File: config.mk
export PLATFORM = sky130hd
export DESIGN_NAME = receptor_comandos_serial_flat
export DESIGN_NICKNAME = d
export VERILOG_FILES = /design/src/rtl/receptor_comandos_serial_pkg.sv /design/src/rtl/receptor_comandos_serial_if.sv /design/src/rtl/receptor_comandos_serial_uart_rx.sv /design/src/rtl/receptor_comandos_serial.sv /design/src/flat_wrapper.sv
export SDC_FILE = /design/constraint.sdc
export NUM_CORES = 1
export LEC_CHECK = 0
export BUFFER_PORTS_ARGS = -buffer_cell sky130_fd_sc_hd__buf_2
export CAP_MARGIN = 20
export CORE_MARGIN = 2
export CORE_UTILIZATION = 60
export DETAILED_ROUTE_END_ITERATION = 8
export PLACE_DENSITY = 0.86
export SLEW_MARGIN = 30
export SYNTH_ARGS = -nofsm -noshare
export SYNTH_HDL_FRONTEND = slang
export SYNTH_SLANG_ARGS = --single-unit
File: constraint.sdc
create_clock -name clock -period 6.2 [get_ports clock]
set_clock_uncertainty 0.1 [all_clocks]
set_input_delay 0.93 -clock clock [delete_from_list [all_inputs] [get_ports clock]]
set_output_delay 0.93 -clock clock [all_outputs]
set_load 0.02 [all_outputs]
File: src/rtl/receptor_comandos_serial_pkg.sv
// Shared constants for the serial command receiver: ASCII command keys,
// axis control codes, receiver FSM encodings and the byte-to-command decoder.
package comandos_pkg;

    localparam logic [7:0] ASCII_W_MIN    = 8'h77;
    localparam logic [7:0] ASCII_W_MAI    = 8'h57;
    localparam logic [7:0] ASCII_S_MIN    = 8'h73;
    localparam logic [7:0] ASCII_S_MAI    = 8'h53;
    localparam logic [7:0] ASCII_D_MIN    = 8'h64;
    localparam logic [7:0] ASCII_D_MAI    = 8'h44;
    localparam logic [7:0] ASCII_A_MIN    = 8'h61;
    localparam logic [7:0] ASCII_A_MAI    = 8'h41;
    localparam logic [7:0] ASCII_ESPACO   = 8'h20;
    localparam logic [7:0] ASCII_C_MIN    = 8'h63;
    localparam logic [7:0] ASCII_C_MAI    = 8'h43;
    localparam logic [7:0] ASCII_P_MIN    = 8'h70;
    localparam logic [7:0] ASCII_P_MAI    = 8'h50;

    localparam logic [1:0] PARADO   = 2'b00;
    localparam logic [1:0] POSITIVO = 2'b01;
    localparam logic [1:0] NEGATIVO = 2'b10;

    typedef enum logic [1:0] {
        OCIOSO = 2'd0,
        INICIO = 2'd1,
        DADOS  = 2'd2,
        PARADA = 2'd3
    } estado_rx_t;

    typedef enum logic [2:0] {
        CMD_INVALIDO,
        CMD_SOBE,
        CMD_DESCE,
        CMD_DIREITA,
        CMD_ESQUERDA,
        CMD_CONFIRMA,
        CMD_PARA
    } comando_t;

    function automatic comando_t decodifica(input logic [7:0] b);
        case (b)
            ASCII_W_MIN, ASCII_W_MAI:               return CMD_SOBE;
            ASCII_S_MIN, ASCII_S_MAI:               return CMD_DESCE;
            ASCII_D_MIN, ASCII_D_MAI:               return CMD_DIREITA;
            ASCII_A_MIN, ASCII_A_MAI:               return CMD_ESQUERDA;
            ASCII_ESPACO, ASCII_C_MIN, ASCII_C_MAI: return CMD_CONFIRMA;
            ASCII_P_MIN, ASCII_P_MAI:               return CMD_PARA;
            default:                                return CMD_INVALIDO;
        endcase
    endfunction

endpackage

File: src/rtl/receptor_comandos_serial_if.sv
// Serial line in, drone control and debug signals out; the receiver is the
// slave side, the terminal/simulator/board side is the master.
interface receptor_comandos_serial_if;
    logic       rx;
    logic [1:0] controle_vertical;
    logic [1:0] controle_horizontal;
    logic       confirma;
    logic       byte_valido;
    logic       erro_quadro;
    logic       cmd_invalido;
    logic [7:0] db_ultimo_byte;
    logic [3:0] db_estado_rx;

    modport slave (
        input  rx,
        output controle_vertical, controle_horizontal, confirma,
        output byte_valido, erro_quadro, cmd_invalido,
        output db_ultimo_byte, db_estado_rx
    );

    modport master (
        output rx,
        input  controle_vertical, controle_horizontal, confirma,
        input  byte_valido, erro_quadro, cmd_invalido,
        input  db_ultimo_byte, db_estado_rx
    );
endinterface

File: src/rtl/receptor_comandos_serial_uart_rx.sv
// UART 8N1 receiver: rx synchronizer, baud counter, framing FSM and shift
// register; one-cycle pulses for a good byte or a bad stop bit.
module uart_rx_8n1
    import comandos_pkg::*;
#(
    parameter int CICLOS_BIT = 434
) (
    input  logic       clock,
    input  logic       reset,
    input  logic       rx,
    output logic [7:0] dado,
    output logic       byte_valido,
    output logic       erro_quadro,
    output logic [3:0] db_estado
);

    localparam int CNT_W = $clog2(CICLOS_BIT + 1);
    localparam logic [CNT_W-1:0] FIM_BIT  = CNT_W'(CICLOS_BIT - 1);
    localparam logic [CNT_W-1:0] FIM_MEIO = CNT_W'(CICLOS_BIT / 2 - 1);
    localparam logic [CNT_W-1:0] UM       = CNT_W'(1);

    logic [1:0]       sincr;
    logic             rx_s;
    estado_rx_t       estado;
    logic [CNT_W-1:0] cnt;
    logic [2:0]       n_bit;
    logic [7:0]       desloc;

    // Preset to the idle level so reset release never looks like a start bit.
    always_ff @(posedge clock or negedge reset) begin
        if (!reset) begin
            sincr <= 2'b11;
        end else begin
            sincr <= {sincr[0], rx};
        end
    end

    assign rx_s = sincr[1];

    // NOTE: sequential state uses <= so every flop in this block samples the
    // pre-edge values; blocking '=' here would leak this edge's updates.
    always_ff @(posedge clock or negedge reset) begin
        if (!reset) begin
            estado      <= OCIOSO;
            cnt         <= '0;
            n_bit       <= '0;
            // NOTE: the shift register is reset as well; it is only 8 flops
            // and keeps db_ultimo_byte free of X after power-up.
            desloc      <= '0;
            dado        <= '0;
            byte_valido <= 1'b0;
            erro_quadro <= 1'b0;
        end else begin
            byte_valido <= 1'b0;
            erro_quadro <= 1'b0;
            case (estado)
                OCIOSO: begin
                    if (!rx_s) begin
                        estado <= INICIO;
                        cnt    <= '0;
                        n_bit  <= '0;
                    end
                end
                INICIO: begin
                    if (cnt == FIM_MEIO) begin
                        cnt    <= '0;
                        estado <= rx_s ? OCIOSO : DADOS;
                    end else begin
                        cnt <= cnt + UM;
                    end
                end
                DADOS: begin
                    if (cnt == FIM_BIT) begin
                        cnt    <= '0;
                        desloc <= {rx_s, desloc[7:1]};
                        n_bit  <= n_bit + 3'd1;
                        if (n_bit == 3'd7) begin
                            estado <= PARADA;
                        end
                    end else begin
                        cnt <= cnt + UM;
                    end
                end
                PARADA: begin
                    if (cnt == FIM_BIT) begin
                        cnt    <= '0;
                        estado <= OCIOSO;
                        if (rx_s) begin
                            dado        <= desloc;
                            byte_valido <= 1'b1;
                        end else begin
                            erro_quadro <= 1'b1;
                        end
                    end else begin
                        cnt <= cnt + UM;
                    end
                end
            endcase
        end
    end

    assign db_estado = {2'b00, estado};

endmodule

File: src/rtl/receptor_comandos_serial.sv
// Serial command receiver top: decodes received bytes into held axis
// commands and a short confirm level for the drone simulator.
module receptor_comandos_serial
    import comandos_pkg::*;
#(
    parameter int CLK_HZ          = 50000000,
    parameter int BAUD            = 115200,
    parameter int HOLD_CICLOS     = 5000000,
    parameter int CONFIRMA_CICLOS = 4
) (
    input logic                        clock,
    input logic                        reset,
    receptor_comandos_serial_if.slave  bus
);

    localparam int CICLOS_BIT = CLK_HZ / BAUD;
    localparam int HOLD_W     = $clog2(HOLD_CICLOS + 1);
    localparam int CONF_W     = $clog2(CONFIRMA_CICLOS + 1);

    localparam logic [HOLD_W-1:0] HOLD_CARGA = HOLD_W'(HOLD_CICLOS);
    localparam logic [HOLD_W-1:0] HOLD_UM    = HOLD_W'(1);
    localparam logic [CONF_W-1:0] CONF_CARGA = CONF_W'(CONFIRMA_CICLOS);
    localparam logic [CONF_W-1:0] CONF_UM    = CONF_W'(1);

    logic [7:0]        dado;
    logic              byte_valido;
    logic              erro_quadro;
    logic [3:0]        db_estado;
    comando_t          comando;

    logic [1:0]        vertical;
    logic [1:0]        horizontal;
    logic [HOLD_W-1:0] timer_v;
    logic [HOLD_W-1:0] timer_h;
    logic [CONF_W-1:0] conf_cnt;
    logic              cmd_invalido;

    uart_rx_8n1 #(.CICLOS_BIT(CICLOS_BIT)) u_rx (
        .clock       (clock),
        .reset       (reset),
        .rx          (bus.rx),
        .dado        (dado),
        .byte_valido (byte_valido),
        .erro_quadro (erro_quadro),
        .db_estado   (db_estado)
    );

    // dado only changes together with byte_valido, so decoding it directly is
    // stable for the edge that consumes the pulse.
    assign comando = decodifica(dado);

    // Decode takes priority over expiry: a reload on the expiry edge keeps the axis on.
    always_ff @(posedge clock or negedge reset) begin
        if (!reset) begin
            vertical <= PARADO;
            timer_v  <= '0;
        end else if (byte_valido && (comando inside {CMD_SOBE, CMD_DESCE})) begin
            vertical <= (comando == CMD_SOBE) ? POSITIVO : NEGATIVO;
            timer_v  <= HOLD_CARGA;
        end else if (byte_valido && comando == CMD_PARA) begin
            vertical <= PARADO;
            timer_v  <= '0;
        end else if (timer_v != '0) begin
            timer_v <= timer_v - HOLD_UM;
            if (timer_v == HOLD_UM) begin
                vertical <= PARADO;
            end
        end
    end

    always_ff @(posedge clock or negedge reset) begin
        if (!reset) begin
            horizontal <= PARADO;
            timer_h    <= '0;
        end else if (byte_valido && (comando inside {CMD_DIREITA, CMD_ESQUERDA})) begin
            horizontal <= (comando == CMD_DIREITA) ? POSITIVO : NEGATIVO;
            timer_h    <= HOLD_CARGA;
        end else if (byte_valido && comando == CMD_PARA) begin
            horizontal <= PARADO;
            timer_h    <= '0;
        end else if (timer_h != '0) begin
            timer_h <= timer_h - HOLD_UM;
            if (timer_h == HOLD_UM) begin
                horizontal <= PARADO;
            end
        end
    end

    always_ff @(posedge clock or negedge reset) begin
        if (!reset) begin
            conf_cnt     <= '0;
            cmd_invalido <= 1'b0;
        end else begin
            cmd_invalido <= byte_valido && (comando == CMD_INVALIDO);
            if (byte_valido && comando == CMD_CONFIRMA) begin
                conf_cnt <= CONF_CARGA;
            end else if (conf_cnt != '0) begin
                conf_cnt <= conf_cnt - CONF_UM;
            end
        end
    end

    assign bus.controle_vertical   = vertical;
    assign bus.controle_horizontal = horizontal;
    assign bus.confirma            = (conf_cnt != '0);
    assign bus.cmd_invalido        = cmd_invalido;
    assign bus.byte_valido         = byte_valido;
    assign bus.erro_quadro         = erro_quadro;
    assign bus.db_ultimo_byte      = dado;
    assign bus.db_estado_rx        = db_estado;

endmodule

File: src/flat_wrapper.sv
// flat-port wrapper written by rule: the top's interface ports become plain ports
module receptor_comandos_serial_flat import comandos_pkg::*;
#(
    parameter int CLK_HZ          = 50000000,
    parameter int BAUD            = 115200,
    parameter int HOLD_CICLOS     = 5000000,
    parameter int CONFIRMA_CICLOS = 4
)
  (clock, reset, bus_rx, bus_controle_vertical, bus_controle_horizontal, bus_confirma, bus_byte_valido, bus_erro_quadro, bus_cmd_invalido, bus_db_ultimo_byte, bus_db_estado_rx);
  receptor_comandos_serial_if bus_i ();
  input logic clock;
  input logic reset;
  input wire logic [$bits(bus_i.rx)-1:0] bus_rx;
  output wire logic [$bits(bus_i.controle_vertical)-1:0] bus_controle_vertical;
  output wire logic [$bits(bus_i.controle_horizontal)-1:0] bus_controle_horizontal;
  output wire logic [$bits(bus_i.confirma)-1:0] bus_confirma;
  output wire logic [$bits(bus_i.byte_valido)-1:0] bus_byte_valido;
  output wire logic [$bits(bus_i.erro_quadro)-1:0] bus_erro_quadro;
  output wire logic [$bits(bus_i.cmd_invalido)-1:0] bus_cmd_invalido;
  output wire logic [$bits(bus_i.db_ultimo_byte)-1:0] bus_db_ultimo_byte;
  output wire logic [$bits(bus_i.db_estado_rx)-1:0] bus_db_estado_rx;
  assign bus_i.rx = bus_rx;
  assign bus_controle_vertical = bus_i.controle_vertical;
  assign bus_controle_horizontal = bus_i.controle_horizontal;
  assign bus_confirma = bus_i.confirma;
  assign bus_byte_valido = bus_i.byte_valido;
  assign bus_erro_quadro = bus_i.erro_quadro;
  assign bus_cmd_invalido = bus_i.cmd_invalido;
  assign bus_db_ultimo_byte = bus_i.db_ultimo_byte;
  assign bus_db_estado_rx = bus_i.db_estado_rx;
  receptor_comandos_serial #(.CLK_HZ(CLK_HZ), .BAUD(BAUD), .HOLD_CICLOS(HOLD_CICLOS), .CONFIRMA_CICLOS(CONFIRMA_CICLOS)) u_core (.clock(clock), .reset(reset), .bus(bus_i));
endmodule
== After elaboration in Yosys (flattened, before gate mapping) ==
Cells that the tools add are included.

* Add/sub/neg operators: 5
* Equal/unequal tests: 32
* Mux-type cells: 39
* Reduce and logical (&&, ||, !) cells: 31

{| class="wikitable"
|+ Operators with widths
! kind !! number
|-
| 2-to-1 mux 23 bit || 6
|-
| equality test 8 x 7 -> 1 bit, second input constant || 12
|-
| equality test 23 x 1 -> 1 bit, second input constant || 2
|-
| nonzero test 23 bit || 2
|-
| subtractor 23 x 1 -> 23 bit, second input constant || 2
|-
| 2-to-1 mux 2 bit || 16
|-
| 2-to-1 mux 9 bit || 3
|-
| one-hot mux 9 bit (3 select lines) || 1
|-
| one-hot mux 3 bit (6 select lines) || 1
|-
| nonzero test 3 bit || 5
|-
| equality test 3 bit, second input constant || 4
|-
| 2-to-1 mux 3 bit || 4
|-
| OR reduction 2 bit || 6
|-
| inequality test 2 bit, second input constant || 5
|-
| adder 9 x 1 -> 9 bit, second input constant || 1
|-
| equality test 9 x 8 -> 1 bit, second input constant || 1
|-
| equality test 9 bit, second input constant || 1
|-
| equality test 8 x 6 -> 1 bit, second input constant || 1
|-
| one-hot mux 2 bit (4 select lines) || 1
|-
| nonzero test 2 bit || 4
|-
| equality test 3 x 2 -> 1 bit, second input constant || 2
|-
| 2-to-1 mux 1 bit || 6
|-
| one-hot mux 3 bit (2 select lines) || 1
|-
| AND reduction 2 bit || 3
|-
| other kinds (11) || 17
|}

* Bits in registers: 88
* Bits of input ports: 3
* Word-level logic and storage cells: 121

== Longest topological paths before layout ==
Gate-level depths: netlist (run 1).

* Word-level depth: 8
* Gate-level depth with buffers: 9
* Depth with buffers taken out: 7

== Hierarchy ==
From an unflattened synthesis (run 1), not the netlist that was laid out.

* Cells, all modules: 465
* Area total of the unflattened synthesis: 4708.3 um2

{| class="wikitable"
|+ By module, submodules not included
! module !! times used !! cells an instance !! area each (um2) !! sequential area each (um2)
|-
| receptor_comandos_serial || 1 || 323 || 3052.9 || 1351.3
|-
| uart_rx_8n1 || 1 || 142 || 1655.3 || 853.3
|}

== Worst setup path after synthesis (run 1) ==
OpenSTA, ideal clock, no wires.

* Path type: register -> register
* Start: reg u_core.u_rx.dado[4]
* End: reg u_core.timer_v[20]
* Data arrival time: 2038 ps
* Slack: 3990 ps
* Stages on the path, launching flop included: 8
* Clock period less this slack: 2210 ps
* Cell sequence: dfrtp_1 -> buf_2 -> or3b_2 -> a211oi_2 -> nor3_1 -> a32o_2 -> buf_2 -> nor2_1

* Longest elaborated chain between the ends: 7
* Elaborated cells between the ends (all ways): 29
* Classes of those cells: 16 x eq/ne; 3 x mux; 10 x reduce/logical

{| class="wikitable"
|+ RTL lines
! what !! line !! text
|-
| start: declaration || receptor_comandos_serial_uart_rx.sv:11 || <nowiki>output logic [7:0] dado,</nowiki>
|-
| start signal: assignment || receptor_comandos_serial_uart_rx.sv:89 || <nowiki>dado <= desloc;</nowiki>
|-
| equality test 8 x 6 -> 1 bit or equality test 8 x 7 -> 1 bit (tied branches) || receptor_comandos_serial_pkg.sv:41 || <nowiki>case (b)</nowiki>
|-
| OR reduction 3 bit or OR reduction 2 bit (tied branches) || receptor_comandos_serial_pkg.sv:41 ||
|-
| one-hot mux 3 bit (6 select lines) (*) || receptor_comandos_serial_pkg.sv:41 ||
|-
| equality test 3 x 1 -> 1 bit, or another cell as far along || receptor_comandos_serial.sv:57 || <nowiki>end else if (byte_valido && (comando inside {CMD_SOBE, CMD_DESCE})) begin</nowiki>
|-
| nonzero test 2 bit or logical AND 1 bit (tied branches) || receptor_comandos_serial.sv:57, receptor_comandos_serial.sv:60 ||
|-
| logical AND 1 bit or 2-to-1 mux 23 bit (tied branches) || receptor_comandos_serial.sv:57, receptor_comandos_serial.sv:60 ||
|-
| nonzero test 3 bit (no source line) or 2-to-1 mux 23 bit (tied branches) || -- ||
|-
| end signal: assignment || receptor_comandos_serial.sv:64 || <nowiki>timer_v <= timer_v - HOLD_UM;</nowiki>
|-
| end: declaration || receptor_comandos_serial.sv:33 || <nowiki>logic [HOLD_W-1:0] timer_v;</nowiki>
|}

Mark *: on every way between the ends. The rest lies on a longest branch, timed or not.
A chain may end at the register's enable or synchronous reset.

== Worst setup path after layout (run 1) ==
* Start: reg u_core.timer_v[3]
* End: reg u_core.timer_v[11]

* Longest elaborated chain between the ends: 4
* Elaborated cells between the ends (all ways): 6
* Classes of those cells: 1 x add/sub; 3 x mux; 2 x reduce/logical

{| class="wikitable"
|+ RTL lines
! what !! line !! text
|-
| subtractor 23 x 1 -> 23 bit || receptor_comandos_serial.sv:64 ||
|-
| 2-to-1 mux 23 bit || receptor_comandos_serial.sv:63 || <nowiki>end else if (timer_v != '0) begin</nowiki>
|-
| 2-to-1 mux 23 bit || receptor_comandos_serial.sv:60 || <nowiki>end else if (byte_valido && comando == CMD_PARA) begin</nowiki>
|-
| 2-to-1 mux 23 bit || receptor_comandos_serial.sv:57 ||
|}

Parallel ways exist; a longest one is shown, timed or not. The select of a mux whose other input is x is not followed.

==> flow_summary_export.csv, run 1 <==
group,metric,value,unit
cts,cts_setup_buffers,0,
critical_path,ff2ff_path_depth,5,
global_route,grt_pass1_vias,3598,
critical_path,cp_max_fo,13,
cts,cts_buffer_depth,2,
logic_synthesis,syn_avg_cell_area,10.17,µm²
global_route,grt_pass1_wl,17030,µm
critical_path,rrSetupSlack,3.39,ns
logic_synthesis,synth-edff-count,0,
power,combinationalPowerShare,0.014,
logic_synthesis,ys_top_cells_by_count,"86 x dfrtp_1, 39 x nor2_1, 29 x o21ai_0",
logic_synthesis,yosysWarnings,0,
timing,finalSetupTns,0,ns
critical_path,start_kind,"flip-flop",
layout,syn2layout_area_growth,6.842,%
critical_path,cp.arrival,2.91,ns
die,fp-row-count,32,
die,ios,23,
critical_path,required,6.30,ns
cts,clk_latency,0.36,ns
die,die_x,92.68,µm
global_route,grt_use_total,0.2469,
routing,final_antenna_net_count,0,
timing,fmaxAchievable,356.4,MHz
power,pwr-share-clk,0.402,
layout,nets,490,
timing,finalHoldViolations,0,
power,p_per_area,195.4,nW/µm²
min_path,min_path_cells,0,
logic_synthesis,synth_seq_cells,88,
die,die_h,92.68,µm
timing,slew_violations,0,
logic_synthesis,synth_top_cell_area_share,0.4561,
min_path,worstHoldPathType,"flip-flop to flip-flop",
run,cap_viol_max_count,0,
placement,portBuffers,20,
logic_synthesis,synth_area,4718,µm²
cts,clkTransAtPathRegs,0.09,ns
timing,post-route-min-period,2.806,ns
layout,diodes,0,
critical_path,r2r_end,"u_core.timer_v[11]",
cts,cts_resized,0,
routing,drc,0,
routing,dr_total_vias,3609,
cts,cts_buffers,9,
logic_synthesis,async_reset_ff_frac,1.000,
power,power.leakage,2.503,nW
layout,nFillCells,601,
logic_synthesis,synth_area_leaders,"dfrtp_1 46%, mux2_2 3.8%, nor2_1 3.1%",
logic_synthesis,synth-seq-area-share,0.4673,
cts,ctsRootBufferMaster,"clkbuf_8",
power,seqPwrFrac,0.584,
power,finalPower,0.9848,mW
critical_path,end_kind,"flip-flop",
routing,firstDrtPassIters,4,
layout,drive_above_1_share,0.1628,
critical_path,critical_path_class,"flip-flop to flip-flop",
routing,via_per_inst,6.212,
logic_synthesis,synth.most_common_cell,"dfrtp_1",
timing,relSlewSlack,0.4671,
routing,routedWlPerCell,16.66,µm
global_route,grt_max_degree,47,
routing,drt_iter0_markers,187,
global_route,antenna_found_initial,0,
min_path,worstHoldStart,"u_core.u_rx.sincr[0]",
logic_synthesis,synth_cell_type_count,73,
timing,rsz0062_at_grt,"no",
placement,dpl.hpwl,6641,µm
placement,gp_congestion,0.8737,
logic_synthesis,syn_inst,464,
power,power.internal,0.7791,mW
cts,cts_tree,"built",
cts,cts.sinks,88,
global_route,grt.overflow.total,0,
run_status,outcome,"completed",
timing,worst_slew_pin_slew,0.7965,ns
die,core,7687,µm²
power,peakVddDrop,0.1142,mV
routing,wl,9682,µm
min_path,hold_end,"u_core.u_rx.sincr[1]",
cts,hold_buffers,0,
power,p_switching,0.2058,mW
die,start_util,0.6138,
logic_synthesis,synthFlopType,"dfrtp_1",
logic_synthesis,synth_top_area_cell,"dfrtp_1",
timing,setup_viol_count_final,0,
cts,h-tree-depth,3,
timing,post-route-period-util,0.4526,
die,die_area,8590,µm²
power,swShare,0.2090,
critical_path,worstReg2RegStart,"u_core.timer_v[3]",
==> worst max-delay path, stage by stage (launching register included) <==
cell,delay (ns)
dfrtp_1,0.45
nor4_4,0.46
nand4_1,0.49
nor2_1,0.74
or2_2,0.29
o21ai_0,0.12
==> power by group through the flow <==
stage          Clock [mW]  Combinational, mW  Sequential, mW
6_report            0.396             0.0138           0.575
5_1_grt             0.429             0.0162           0.575
4_1_cts             0.404             0.0145           0.575
3_5_place_dp            0             0.0145           0.587
3_3_place_gp            0             0.0140           0.586
2_1_floorplan           0            0.00272           0.587
==> per-layer routing <==
layer  up-vias  global-route usage  routed length (µm)
met5         -                   0                   0
met1      1800              0.3174                4313
met2        67              0.4167                4848
met4         0             0.08456                 217
li1       1721                   -                   -
met3        21             0.05289                 303
==> flip-flops by register name (all words and copies together) (netlist names), named ones only <==
name / count
u_core.timer_h: 23
u_core.timer_v: 23
u_core.u_rx.cnt: 9
u_core.u_rx.dado: 8
u_core.u_rx.desloc: 8
u_core.conf_cnt: 3
u_core.u_rx.n_bit: 3
u_core.bus.controle_horizontal: 2
u_core.bus.controle_vertical: 2
u_core.u_rx.sincr: 2
u_core.bus.cmd_invalido: 1
u_core.u_rx.byte_valido: 1
u_core.u_rx.erro_quadro: 1
u_core.u_rx.estado: 1
==> placed cells by master (no fill, tap or decap), types with 3 or more instances in the layout <==
cell type	synthesis	final
nor4_1	7	7
or2_2	4	4
o21ai_1	3	3
nand2b_1	7	7
o41ai_1	5	5
o21a_1	6	6
dfrtp_1	86	86
and3_1	11	11
or4_1	10	10
nand4b_1	3	3
xor2_1	13	13
o21ai_0	29	29
clkbuf_8	1	11
nand2_1	26	26
buf_2	7	19
a21oi_1	14	14
nor3b_1	8	8
inv_1	15	15
nand3_1	15	15
mux2i_1	5	5
nand4_1	5	5
o31ai_1	8	8
nor3_1	17	17
xnor2_1	14	14
nor2_1	39	39
mux2_2	16	16
ha_1	11	11
nor4_4	3	3
a31oi_1	7	7
a22oi_1	3	3
or3_1	3	3
==> metrics by stage <==
| stage | hold WS, ns | util | instances | setup WS, ns | area (µm²) |
|---|---|---|---|---|---|
| 2_1_floorplan | 0.2452 | - | 465 | 3.990 | 4722 |
| 3_3_place_gp | 0.2465 | 0.6305 | 567 | 3.638 | 4847 |
| 3_5_place_dp | 0.2501 | 0.6305 | 567 | 3.423 | 4847 |
| 4_1_cts | 0.2623 | 0.6558 | 581 | 3.395 | 5041 |
| 5_1_grt | 0.2722 | 0.6558 | 581 | 3.134 | 5041 |
| 6_report | 0.2607 | 0.6558 | 581 | 3.394 | 5041 |
==> cells by family (layout without fill, tap and decap cells) <==
logic type	count (synthesis)	count (layout)	synth area share
muxes	21	21	0.04879
other	1	2	0.0007948
buffers and inverters	36	50	0.03579
DFF	88	88	0.4672
and+or+nand+nor	179	179	0.2230
adders and majority gates	11	11	0.02917
xor gates and xnor gates	27	27	0.05012
AOI/OAI and AO/OA	101	101	0.1451
==> final cells by class <==
type / count / area, µm² / area share
Multi-Input combinational cell: 341 / 2349 / 0.4659
Sequential cell: 88 / 2205 / 0.4373
Clock buffer: 11 / 151.4 / 0.03003
Tap cell: 102 / 127.6 / 0.02532
Timing Repair Buffer: 21 / 110.1 / 0.02184
Inverter: 15 / 56.30 / 0.01117
Clock inverter: 3 / 42.54 / 0.008439
==> how the worst max path moves through the flow <==
| stage | from | cells after the start | end | slack [ns] |
|---|---|---|---|---|
| 5_1_grt | u_core.timer_v[14] | 5 | u_core.timer_v[11] | 3.13 |
| 3_3_place_gp | u_core.timer_v[3] | 5 | u_core.timer_v[14] | 3.64 |
| 6_report | u_core.timer_v[3] | 5 | u_core.timer_v[11] | 3.39 |
| 4_1_cts | u_core.timer_v[3] | 5 | u_core.timer_v[11] | 3.40 |
| 2_1_floorplan | u_core.u_rx.dado[4] | 7 | u_core.timer_v[20] | 3.99 |
| 3_5_place_dp | u_core.timer_v[3] | 5 | u_core.timer_v[11] | 3.42 |
No activity file was read; power rests on OpenSTA's default activity.
==> run 2: changes to the inputs <==
--- a/config.mk
+++ b/config.mk
@@ -5,12 +5,13 @@
 export SDC_FILE = /design/constraint.sdc
 export NUM_CORES = 1
 export LEC_CHECK = 0
+export ABC_AREA = 1
 export BUFFER_PORTS_ARGS = -buffer_cell sky130_fd_sc_hd__buf_2
 export CAP_MARGIN = 20
 export CORE_MARGIN = 2
-export CORE_UTILIZATION = 60
+export CORE_UTILIZATION = 56
 export DETAILED_ROUTE_END_ITERATION = 8
-export PLACE_DENSITY = 0.86
+export PLACE_DENSITY = 0.84
 export SLEW_MARGIN = 30
 export SYNTH_ARGS = -nofsm -noshare
 export SYNTH_HDL_FRONTEND = slang
==> constraint.sdc (replaced) <==
create_clock -name clock -period 2.3 [get_ports clock]
set_clock_uncertainty 0.1 [all_clocks]
set_input_delay 0.345 -clock clock [delete_from_list [all_inputs] [get_ports clock]]
set_output_delay 0.345 -clock clock [all_outputs]
set_load 0.02 [all_outputs]
==> flow_summary_export.csv, run 2 <==
group,metric,value,unit
run_status,outcome,"completed",
power,power.leakage,3.228,nW
global_route,grt_max_degree,43,
logic_synthesis,synth.most_common_cell,"nand2_1",
timing,slew_violations,0,
cts,cts_buffers,9,
timing,post-route-period-util,0.9466,
die,die_h,99.69,µm
critical_path,ff2ff_path_depth,8,
critical_path,cp_max_fo,8,
global_route,antenna_found_initial,0,
min_path,min_path_cells,0,
layout,layout_common_cells,"156 x nand2_1, 107 x nor2_1, 86 x dfrtp_1",
layout,diodes,0,
logic_synthesis,synthFlopType,"dfrtp_1",
routing,drt-met1-wl,5164,µm
routing,drt_iter0_markers,345,
die,die_x,99.69,µm
layout,stdcell_area,5554,µm²
logic_synthesis,synth-edff-count,0,
placement,post_dp_cell_area,5330,µm²
routing,wl_met2,5891,µm
run,cap_viol_max_count,0,
routing,wl,11810,µm
logic_synthesis,synth_seq_cells,88,
global_route,grt_pass1_wl,20390,µm
layout,nFillCells,734,
layout,syn2layout_area_growth,8.321,%
die,ios,23,
critical_path,r2r_end,"u_core.timer_v[8]",
die,fp-row-count,34,
layout,layout_commonest_cell,"nand2_1",
logic_synthesis,synth_top_area_cell,"dfrtp_1",
logic_synthesis,synth_top_cell_area_share,0.4197,
logic_synthesis,synth-seq-area-share,0.4300,
logic_synthesis,synth_area_leaders,"dfrtp_1 42%, nand2_1 11%, nor2_1 7.8%",
routing,drc,0,
cts,cts_setup_buffers,0,
cts,hold_buffers,2,
critical_path,rrSetupSlack,0.12,ns
layout,nets,718,
timing,relSlewSlack,0.6109,
logic_synthesis,syn_inst,680,
cts,cts.sinks,88,
critical_path,cp.arrival,2.31,ns
global_route,grt.overflow.total,0,
timing,finalHoldViolations,0,
critical_path,critical_path_class,"flip-flop to flip-flop",
routing,firstDrtPassIters,5,
logic_synthesis,synth_cell_type_count,38,
timing,worst_slew_pin_slew,0.5836,ns
critical_path,required,2.43,ns
timing,setup_viol_count_final,0,
min_path,worstHoldStart,"u_core.u_rx.sincr[0]",
layout,multi_input_area,2519,µm²
critical_path,worstReg2RegStart,"u_core.timer_v[0]",
layout,drive_above_1_share,0.1142,
cts,cts_buffer_depth,2,
routing,top_layer,"met4",
min_path,worstHoldPathType,"flip-flop to flip-flop",
power,peakVddDrop,0.3912,mV
routing,final_antenna_net_count,0,
cts,cts_tree,"built",
cts,cts_resized,0,
logic_synthesis,ys_top_cells_by_count,"156 x nand2_1, 107 x nor2_1, 86 x dfrtp_1",
die,start_util,0.5823,
logic_synthesis,yosysWarnings,0,
layout,largestRegisters,"u_core.timer_h: 23 flops, u_core.timer_v: 23 flops, u_core.u_rx.cnt: 9 flops",
critical_path,start_kind,"flip-flop",
critical_path,end_kind,"flip-flop",
placement,portBuffers,20,
cts,clkTransAtPathRegs,0.10,ns
routing,wl_met3,517,µm
timing,finalSetupTns,0,ns
routing,via_per_inst,5.557,
die,core,8806,µm²
timing,hold_ws,0.2631,ns
cts,ctsRootBufferMaster,"clkbuf_8",
logic_synthesis,async_reset_ff_frac,1.000,
placement,gp_congestion,0.9252,
global_route,grt_pass1_vias,4541,
cts,h-tree-depth,3,
timing,fmaxAchievable,459.3,MHz
power,p_per_area,487.5,nW/µm²
placement,dpl.hpwl,8321,µm
die,die_area,9937,µm²
logic_synthesis,synth_area,5127,µm²
cts,clk_latency,0.37,ns
global_route,grt_use_total,0.2540,
layout,utilization,0.6307,
min_path,hold_end,"u_core.u_rx.sincr[1]",
timing,post-route-min-period,2.177,ns
logic_synthesis,syn_avg_cell_area,7.540,µm²
timing,rsz0062_at_grt,"no",
power,finalPower,2.708,mW
routing,routedWlPerCell,14.46,µm
routing,dr_total_vias,4540,
layout,regArea,2205,µm²
[run 2: worst max path at each step]
stage | from | endpoint | slack [ns] | cells past startpoint
2_1_floorplan | u_core.timer_h[0] | u_core.timer_h[1] | 0.53 | 10
3_3_place_gp | u_core.timer_h[0] | u_core.timer_h[10] | 0.34 | 9
3_5_place_dp | u_core.timer_v[0] | u_core.timer_v[8] | 0.23 | 8
4_1_cts | u_core.timer_v[0] | u_core.timer_v[8] | 0.15 | 8
5_1_grt | u_core.timer_v[0] | u_core.timer_v[8] | 0.004 | 8
6_report | u_core.timer_v[0] | u_core.timer_v[8] | 0.12 | 8
[run 2: metrics by stage]
step,instances,setup slack [ns]
6_report,817,0.1229
5_1_grt,817,0.004049
4_1_cts,817,0.1501
3_5_place_dp,799,0.2307
3_3_place_gp,799,0.3434
2_1_floorplan,681,0.5278
[run 2: kinds of logic (layout without fill, tap and decap cells)]
family	after synthesis	count (layout)	synth area share
AOI/OAI and AO/OA	59	59	0.06491
other	1	2	0.0007314
xor gates and xnor gates	27	27	0.04612
adders and majority gates	11	11	0.02684
and+or+nand+nor	395	395	0.3519
DFF	88	88	0.4300
buffers and inverters	99	127	0.07955
[run 2: worst max-delay path: stages (launching register included)]
cell	delay, ns
dfrtp_1	0.42
inv_1	0.15
ha_1	0.34
nand2_2	0.15
nor2_4	0.20
nand3_4	0.14
nor2_4	0.21
buf_4	0.22
o21ai_0	0.10
[run 2: report_power, final]
| part | switching [mW] | total (mW) | internal (mW) |
|---|---|---|---|
| clock network | 0.580 | 1.11 | 0.533 |
| logic | 0.0356 | 0.0442 | 0.00862 |
| registers | 0.00108 | 1.55 | 1.55 |
| total | 0.617 | 2.71 | 2.09 |
[run 2: layer usage]
| metal | vias up | global-route usage |
|---|---|---|
| met1 | 2142 | 0.3286 |
| met5 | - | 0 |
| met2 | 148 | 0.4304 |
| met4 | 0 | 0.1117 |
| li1 | 2228 | - |
| met3 | 22 | 0.03162 |
[run 2: final cells by class]
cell class / count / area share
clock buffer: 10 / 0.02478
sequential: 88 / 0.3969
tap: 108 / 0.02433
inverter: 83 / 0.05609
multi-input combinational: 494 / 0.4535
timing repair buffer: 28 / 0.03244
clock inverter: 6 / 0.01194
